===== config.mk =====
export PLATFORM = sky130hd
export DESIGN_NAME = sat_narrow
export DESIGN_NICKNAME = d
export VERILOG_FILES = /design/src/rtl/sat_narrow_pkg.sv /design/src/rtl/sat_narrow_stage.sv /design/src/rtl/sat_narrow.sv
export SDC_FILE = /design/constraint.sdc
export NUM_CORES = 1
export LEC_CHECK = 0
export CAP_MARGIN = 20
export CORE_ASPECT_RATIO = 2
export CORE_MARGIN = 2
export CORE_UTILIZATION = 26
export DETAILED_ROUTE_END_ITERATION = 8
export PLACE_DENSITY = 0.5
export SYNTH_ARGS = -nofsm -noshare
export SYNTH_HDL_FRONTEND = slang
export SYNTH_SLANG_ARGS = --single-unit

===== constraint.sdc =====
create_clock -name clk -period 4.01 [get_ports clk]
set_clock_uncertainty 0.2 [all_clocks]
set_input_delay 0.802 -clock clk [delete_from_list [all_inputs] [get_ports clk]]
set_output_delay 0.802 -clock clk [all_outputs]
set_load 0.01 [all_outputs]

===== src/rtl/sat_narrow_pkg.sv =====
// rtl/sat_narrow_pkg.sv - shared types, saturation bounds and parameter checks for sat_narrow
// Optional feature macro used by the top: SAT_NARROW_ROUND_EN
package sat_narrow_pkg;

  localparam int MAX_IN_W = 32;
  localparam int S1_W     = MAX_IN_W + 1;

  typedef logic signed [S1_W-1:0] s1_val_t;

  // Stage-1 result viewed at the widest supported width, sign-extended.
  typedef struct packed {
    logic    valid;
    s1_val_t value;
  } s1_payload_t;

  function automatic s1_val_t sat_max(input int w);
    s1_val_t one;
    one = s1_val_t'(1);
    return (one <<< (w - 1)) - one;
  endfunction

  function automatic s1_val_t sat_min(input int w);
    s1_val_t one;
    one = s1_val_t'(1);
    return -(one <<< (w - 1));
  endfunction

  function automatic bit cfg_ok(input int in_w, input int out_w, input int shift, input int cnt_w);
    return (in_w >= 2) && (in_w <= MAX_IN_W) && (out_w >= 1) &&
           (shift >= 0) && (shift < in_w) && (out_w <= in_w - shift) && (cnt_w >= 1);
  endfunction

endpackage


===== src/rtl/sat_narrow_stage.sv =====
// rtl/sat_narrow_stage.sv - generic valid/ready pipeline register
// Loads whenever empty or downstream ready, so bubbles advance too.
module sat_narrow_stage #(
  parameter int W = 8
) (
  input  logic         clk,
  input  logic         rst_n,
  input  logic         s_tvalid_i,
  input  logic [W-1:0] s_tdata_i,
  output logic         s_tready_o,
  output logic         m_tvalid_o,
  output logic [W-1:0] m_tdata_o,
  input  logic         m_tready_i
);

  logic         valid_q, valid_d;
  logic [W-1:0] data_q, data_d;

  assign s_tready_o = !valid_q || m_tready_i;

  always_comb begin
    valid_d = valid_q;
    data_d  = data_q;
    if (s_tready_o) begin
      valid_d = s_tvalid_i;
      data_d  = s_tdata_i;
    end
  end

  always_ff @(posedge clk or negedge rst_n) begin
    if (!rst_n) begin
      valid_q <= 1'b0;
      data_q  <= '0;
    end else begin
      valid_q <= valid_d;
      data_q  <= data_d;
    end
  end

  assign m_tvalid_o = valid_q;
  assign m_tdata_o  = data_q;

endmodule


===== src/rtl/sat_narrow.sv =====
// rtl/sat_narrow.sv - streaming signed narrower: shift, saturate, sticky flag and event counter
// Optional: define SAT_NARROW_ROUND_EN for round-half-up before the shift (default is floor).
module sat_narrow
  import sat_narrow_pkg::*;
#(
  parameter int IN_W      = 16,
  parameter int OUT_W     = 8,
  parameter int SHIFT     = 0,
  parameter int SAT_CNT_W = 16
) (
  input  logic                 clk,
  input  logic                 rst_n,
  input  logic                 in_valid,
  output logic                 in_ready,
  input  logic [IN_W-1:0]      in_data,
  output logic                 out_valid,
  input  logic                 out_ready,
  output logic [OUT_W-1:0]     out_data,
  output logic                 out_sat,
  output logic                 sat_sticky,
  output logic [SAT_CNT_W-1:0] sat_count,
  input  logic                 clr
);

  if (!cfg_ok(IN_W, OUT_W, SHIFT, SAT_CNT_W)) begin : g_cfg_err
    $error("sat_narrow: unsupported IN_W=%0d OUT_W=%0d SHIFT=%0d SAT_CNT_W=%0d",
           IN_W, OUT_W, SHIFT, SAT_CNT_W);
  end

  localparam int S1_DW = IN_W + 1;
  localparam int S2_DW = OUT_W + 1;
  localparam s1_val_t SAT_HI = sat_max(OUT_W);
  localparam s1_val_t SAT_LO = sat_min(OUT_W);
  localparam logic [SAT_CNT_W-1:0] CNT_MAX = '1;

  logic signed [IN_W:0] in_ext;
  logic signed [IN_W:0] in_shift;

`ifdef SAT_NARROW_ROUND_EN
  localparam int RND_POS = (SHIFT > 0) ? SHIFT - 1 : 0;
  localparam logic signed [IN_W:0] RND = (SHIFT > 0) ? (S1_DW'(1) <<< RND_POS) : '0;
`endif

  // The extra bit keeps the rounding add from overflowing.
  always_comb begin
    in_ext = {in_data[IN_W-1], in_data};
`ifdef SAT_NARROW_ROUND_EN
    in_ext = in_ext + RND;
`endif
    in_shift = in_ext >>> SHIFT;
  end

  logic             s1_valid;
  logic [S1_DW-1:0] s1_data;
  logic             en2;

  sat_narrow_stage #(.W(S1_DW)) u_stage1 (
    .clk        (clk),
    .rst_n      (rst_n),
    .s_tvalid_i (in_valid),
    .s_tdata_i  (in_shift),
    .s_tready_o (in_ready),
    .m_tvalid_o (s1_valid),
    .m_tdata_o  (s1_data),
    .m_tready_i (en2)
  );

  s1_payload_t      s1;
  logic [S2_DW-1:0] s2_in;
  logic [S2_DW-1:0] s2_out;

  always_comb begin
    s1.valid = s1_valid;
    s1.value = s1_val_t'(signed'(s1_data));
    if (s1.value > SAT_HI) begin
      s2_in = {1'b1, OUT_W'(SAT_HI)};
    end else if (s1.value < SAT_LO) begin
      s2_in = {1'b1, OUT_W'(SAT_LO)};
    end else begin
      s2_in = {1'b0, s1.value[OUT_W-1:0]};
    end
  end

  sat_narrow_stage #(.W(S2_DW)) u_stage2 (
    .clk        (clk),
    .rst_n      (rst_n),
    .s_tvalid_i (s1.valid),
    .s_tdata_i  (s2_in),
    .s_tready_o (en2),
    .m_tvalid_o (out_valid),
    .m_tdata_o  (s2_out),
    .m_tready_i (out_ready)
  );

  assign out_sat  = s2_out[OUT_W];
  assign out_data = s2_out[OUT_W-1:0];

  logic                 sat_fire;
  logic                 sticky_q, sticky_d;
  logic [SAT_CNT_W-1:0] cnt_q, cnt_d;

  assign sat_fire = out_valid && out_ready && out_sat;

  // A clipped handshake in the same cycle as clr wins over the clear.
  always_comb begin
    sticky_d = sticky_q;
    cnt_d    = cnt_q;
    if (clr) begin
      sticky_d = 1'b0;
      cnt_d    = '0;
    end
    if (sat_fire) begin
      sticky_d = 1'b1;
      if (clr) begin
        cnt_d = SAT_CNT_W'(1);
      end else if (cnt_q != CNT_MAX) begin
        cnt_d = cnt_q + SAT_CNT_W'(1);
      end
    end
  end

  always_ff @(posedge clk or negedge rst_n) begin
    if (!rst_n) begin
      sticky_q <= 1'b0;
      cnt_q    <= '0;
    end else begin
      sticky_q <= sticky_d;
      cnt_q    <= cnt_d;
    end
  end

  assign sat_sticky = sticky_q;
  assign sat_count  = cnt_q;

endmodule

# Word level (Yosys, flattened, before mapping)
# Cells that the tools add are included.
# word_totals
reg_bits	44
latch_bits	0
ramBits	0
mem_bits_ro	0
in_bits	21
out_inout_bits	28
wordCells	25
n_memories	0
# op_classes
add_sub_neg	1
mul	0
n_div	0
order_cmp	2
eq_ne	1
shifts	0
muxes	8
bitwise	0
reduce_logical	7
# ops
operator	n
$mux W16	4
$mux W9	2
$add A16 B1 Y16 const B	1
$gt A16 B8 Y1 const B	1
$lt A16 B8 Y1 const B	1
$ne A16 B16 Y1 const B	1
$logic_and A1 B1 Y1	2
$logic_not A1 Y1	2
$logic_or A1 B1 Y1	2
$mux W1	2
$reduce_bool A2 Y1	1

# Logic depth before layout (Yosys ltp)
# depth
depth_word	4
ltp_mapped	6
ltp_nobuf	5

# Modules after synthesis
# Synthesis repeated with hierarchy kept, for this count alone.
# hier_totals
hier_cells	186
hier_area_um2	2255.9
# modules_own_cells
mod	n_inst	cells_per_inst	area_per_inst_um2	seq_area_each_um2
sat_narrow	1	125	1119.8	425.4
sat_narrow_stage (u_stage1)	1	39	723.2	450.4
sat_narrow_stage (u_stage2)	1	22	412.9	250.2

# Worst setup path before layout
# Ideal clock, no wire load.
# synth_timing
path_kind	input to output
startpoint	input port out_ready
endpoint	output port in_ready
arrival_ns	1.443
t_required_ns	3.008
path_slack_ns	1.565
path_stages	3
path_buffers	1
path_cell_list	nor2b_1 -> nand2_1 -> buf_2
# synth_via
elab_chain_cells	2
# synth_rtl
item	line	rtl
start: declaration	sat_narrow.sv:17	input logic out_ready,
$logic_or A1 B1 Y1 (2 in series)	sat_narrow_stage.sv:19	assign s_tready_o = !valid_q || m_tready_i;
end: declaration	sat_narrow.sv:14	output logic in_ready,
# No other way between the ends.

# Worst setup path after layout
# Same ends and word-level chain as after synthesis.

==> flow_metrics.tcl <==
set metrics [dict create \
    cts_buffer_depth 2 \
    power_leakage_uw 0.00106 \
    r2r-start "sat_count[0]$_DFF_PN0_" \
    dr_wl_met2_um 2970 \
    port_buffers 48 \
    dp_cells 325 \
    cts_made_buffers 5 \
    relSlewSlack_pct 27.8 \
    crit_slowest_cell "clkdlybuf4s50_1" \
    hold_viol_final 0 \
    cts_root_buf "clkbuf_16" \
    fin_hold_ws_ps 156 \
    outcome "complete, no violations" \
    mostFrequentLayoutCell "clkdlybuf4s50_1" \
    yosysSeqAreaShare_pct 53.8 \
    route.detailed.wl_per_inst_um 15.7 \
    drt_iter0_markers 154 \
    path_cells "clkdlybuf4s50_1 > nor2b_1 > buf_4 > nand2_1 > clkdlybuf4s50_1" \
    drc 0 \
    syn_inst 189 \
    drive_above_1_share_pct 15.0 \
    worst_slew_pin_slew_ps 1070 \
    yosys_warnings 0 \
    final_cell_mix "47 x clkdlybuf4s50_1, 44 x dfrtp_1, 19 x mux2_2" \
    antenna_found_initial 0 \
    endpoint_kind "primary output" \
    syn_nets 211 \
    synth_top_flop_cell "dfrtp_1" \
    routed_via_density 5.00 \
    post-route-period-util_pct 79.8 \
    grt_pass1_wl_um 8340 \
    ys_ff_latch 44 \
    crit_buf_inv 3 \
    critPathMaxFanout 13 \
    path_clk_slew_ps 60 \
    wl_um 5260 \
    r2r-end "sat_count[5]$_DFF_PN0_" \
    path_delay_family "buffers and inverters" \
    routabilityCongestion 0.765 \
    ys_types 39 \
    post_cts_buffers 0 \
    peakVddDrop_mv 0.198 \
    path_class "input port to primary output" \
    synth_edf_count 0 \
    highest_layer "met4" \
    postLayoutCoreUtil_pct 36.6 \
    async_reset_ff_share_pct 100 \
    firstDrtPassIters 4 \
    wl_met3_um 241 \
    start_util_pct 26.9 \
    powerDensity_nw_per_um2 384 \
    ff2ff_setup_slack_ps 1510 \
    finalMaxSlewViolations 0 \
    die_h_um 129 \
    rsz0062_at_grt "false" \
    grtUsageTotal_pct 13.1 \
    r2r.worst_path.cells 5 \
    numClockSinks 44 \
    setup-tns-final_ps 0 \
    setup_viol 0 \
    coreArea_um2 7600 \
    nets 261 \
    die_area_um2 8640 \
    critPathMaxStageDelay_ps 540 \
    cp_common_cell "clkdlybuf4s50_1" \
    cts_resized 0 \
    fp.dieW_um 66.7 \
    synthesis.area_um2 2050 \
    dp_hpwl_um 3930 \
    n_fill_cell 803 \
    grt_pass1_vias 1632 \
    ant_nets 0 \
    syn_avg_cell_area_um2 10.8 \
    drv_cap 0 \
    cts_tree "yes" \
    vias 1669 \
    diodes 0 \
    cts_max_level 2 \
    min_path_type "input port to asynchronous set/reset pin" \
    area_growth_pct 35.9 \
    grt-ovfl-total 0 \
    ctsHoldBuffers 0 \
    arrival_ps 2200 \
    fp-row-count 45 \
    wl_met1_um 1930 \
    grt_max_degree 45 \
    start_kind "input port" \
    max_freq_mhz 313 \
    ios 49 \
    clkLatencyLatePin_ps 280 \
    final_cells 334 \
    fin_crit_ps 3200 \
    required_ps 3010 \
]
[power by group]
group / switching (uW) / internal [uW]
Combinational: 65.9 / 86.7
Sequential: 28.7 / 481
Clock: 160 / 245
Total: 255 / 813
[cells in the mapped netlist, types with 4 or more instances]
master	count	area, um2
a21oi_1	8	40.0
dfrtp_1	44	1100
mux2_2	19	214
nand2_1	10	37.5
nand3_1	8	40.0
nand4_1	8	50.1
nor2_1	14	52.6
nor2b_1	4	25.0
nor3_1	9	45.0
nor4_1	7	43.8
o21ai_0	11	55.1
[metrics by stage]
step / setup WS (ps) / total power (uW) / area, um2
final: 812 / 1070 / 2780
after global routing: 729 / 1120 / 2780
after CTS: 803 / 1090 / 2760
after detailed placement: 818 / 673 / 2610
after global placement: 791 / 670 / 2610
after floorplan: 1570 / 580 / 2050
[flip-flops by register name (all words and copies together) (netlist names)]
register	count
sat_count	16
u_stage1.m_tdata_o	16
u_stage2.m_tdata_o	9
sat_sticky	1
u_stage1.m_tvalid_o	1
u_stage2.m_tvalid_o	1
[metal layers]
layer | GRT usage (%) | up-vias
met3 | 3.21 | 8
met5 | 0 | -
met4 | 5.64 | 0
li1 | - | 803
met2 | 24.6 | 41
met1 | 13.1 | 817
[layout make-up]
| class | count | area, um2 | area share (%) |
|---|---|---|---|
| tap | 94 | 118 | 4.23 |
| timing repair buffer | 51 | 510 | 18.4 |
| clock inverter | 2 | 10.0 | 0.360 |
| clock buffer | 6 | 139 | 4.99 |
| sequential | 44 | 1100 | 39.6 |
| inverter | 3 | 11.3 | 0.405 |
| multi-input combinational | 134 | 892 | 32.1 |
[cell families (layout without fill, tap and decap cells)]
kind of cell / Yosys count / count (layout) / share of synthesized area (%)
mux: 20 / 20 / 10.9
fa+ha+maj: 1 / 1 / 0.611
simple gates: 79 / 79 / 21.5
buf+inv: 11 / 62 / 2.63
compound gates: 34 / 34 / 10.6
flops: 44 / 44 / 53.8
[worst max-delay path by stage]
stage                     depth (start not counted)        to  startpoint
after global routing                              5  in_ready   out_ready
after detailed placement                          5  in_ready   out_ready
after CTS                                         5  in_ready   out_ready
after floorplan                                   3  in_ready   out_ready
after global placement                            5  in_ready   out_ready
final                                             5  in_ready   out_ready
[worst register-to-register path, stage by stage, from the launching register on]
cell and delay [ps]:
dfrtp_1 440, ha_1 250, nand3_1 190, nor4_2 980, or4_1 220, a21oi_1 70
Note: power is estimated with default switching activity, not from simulation.
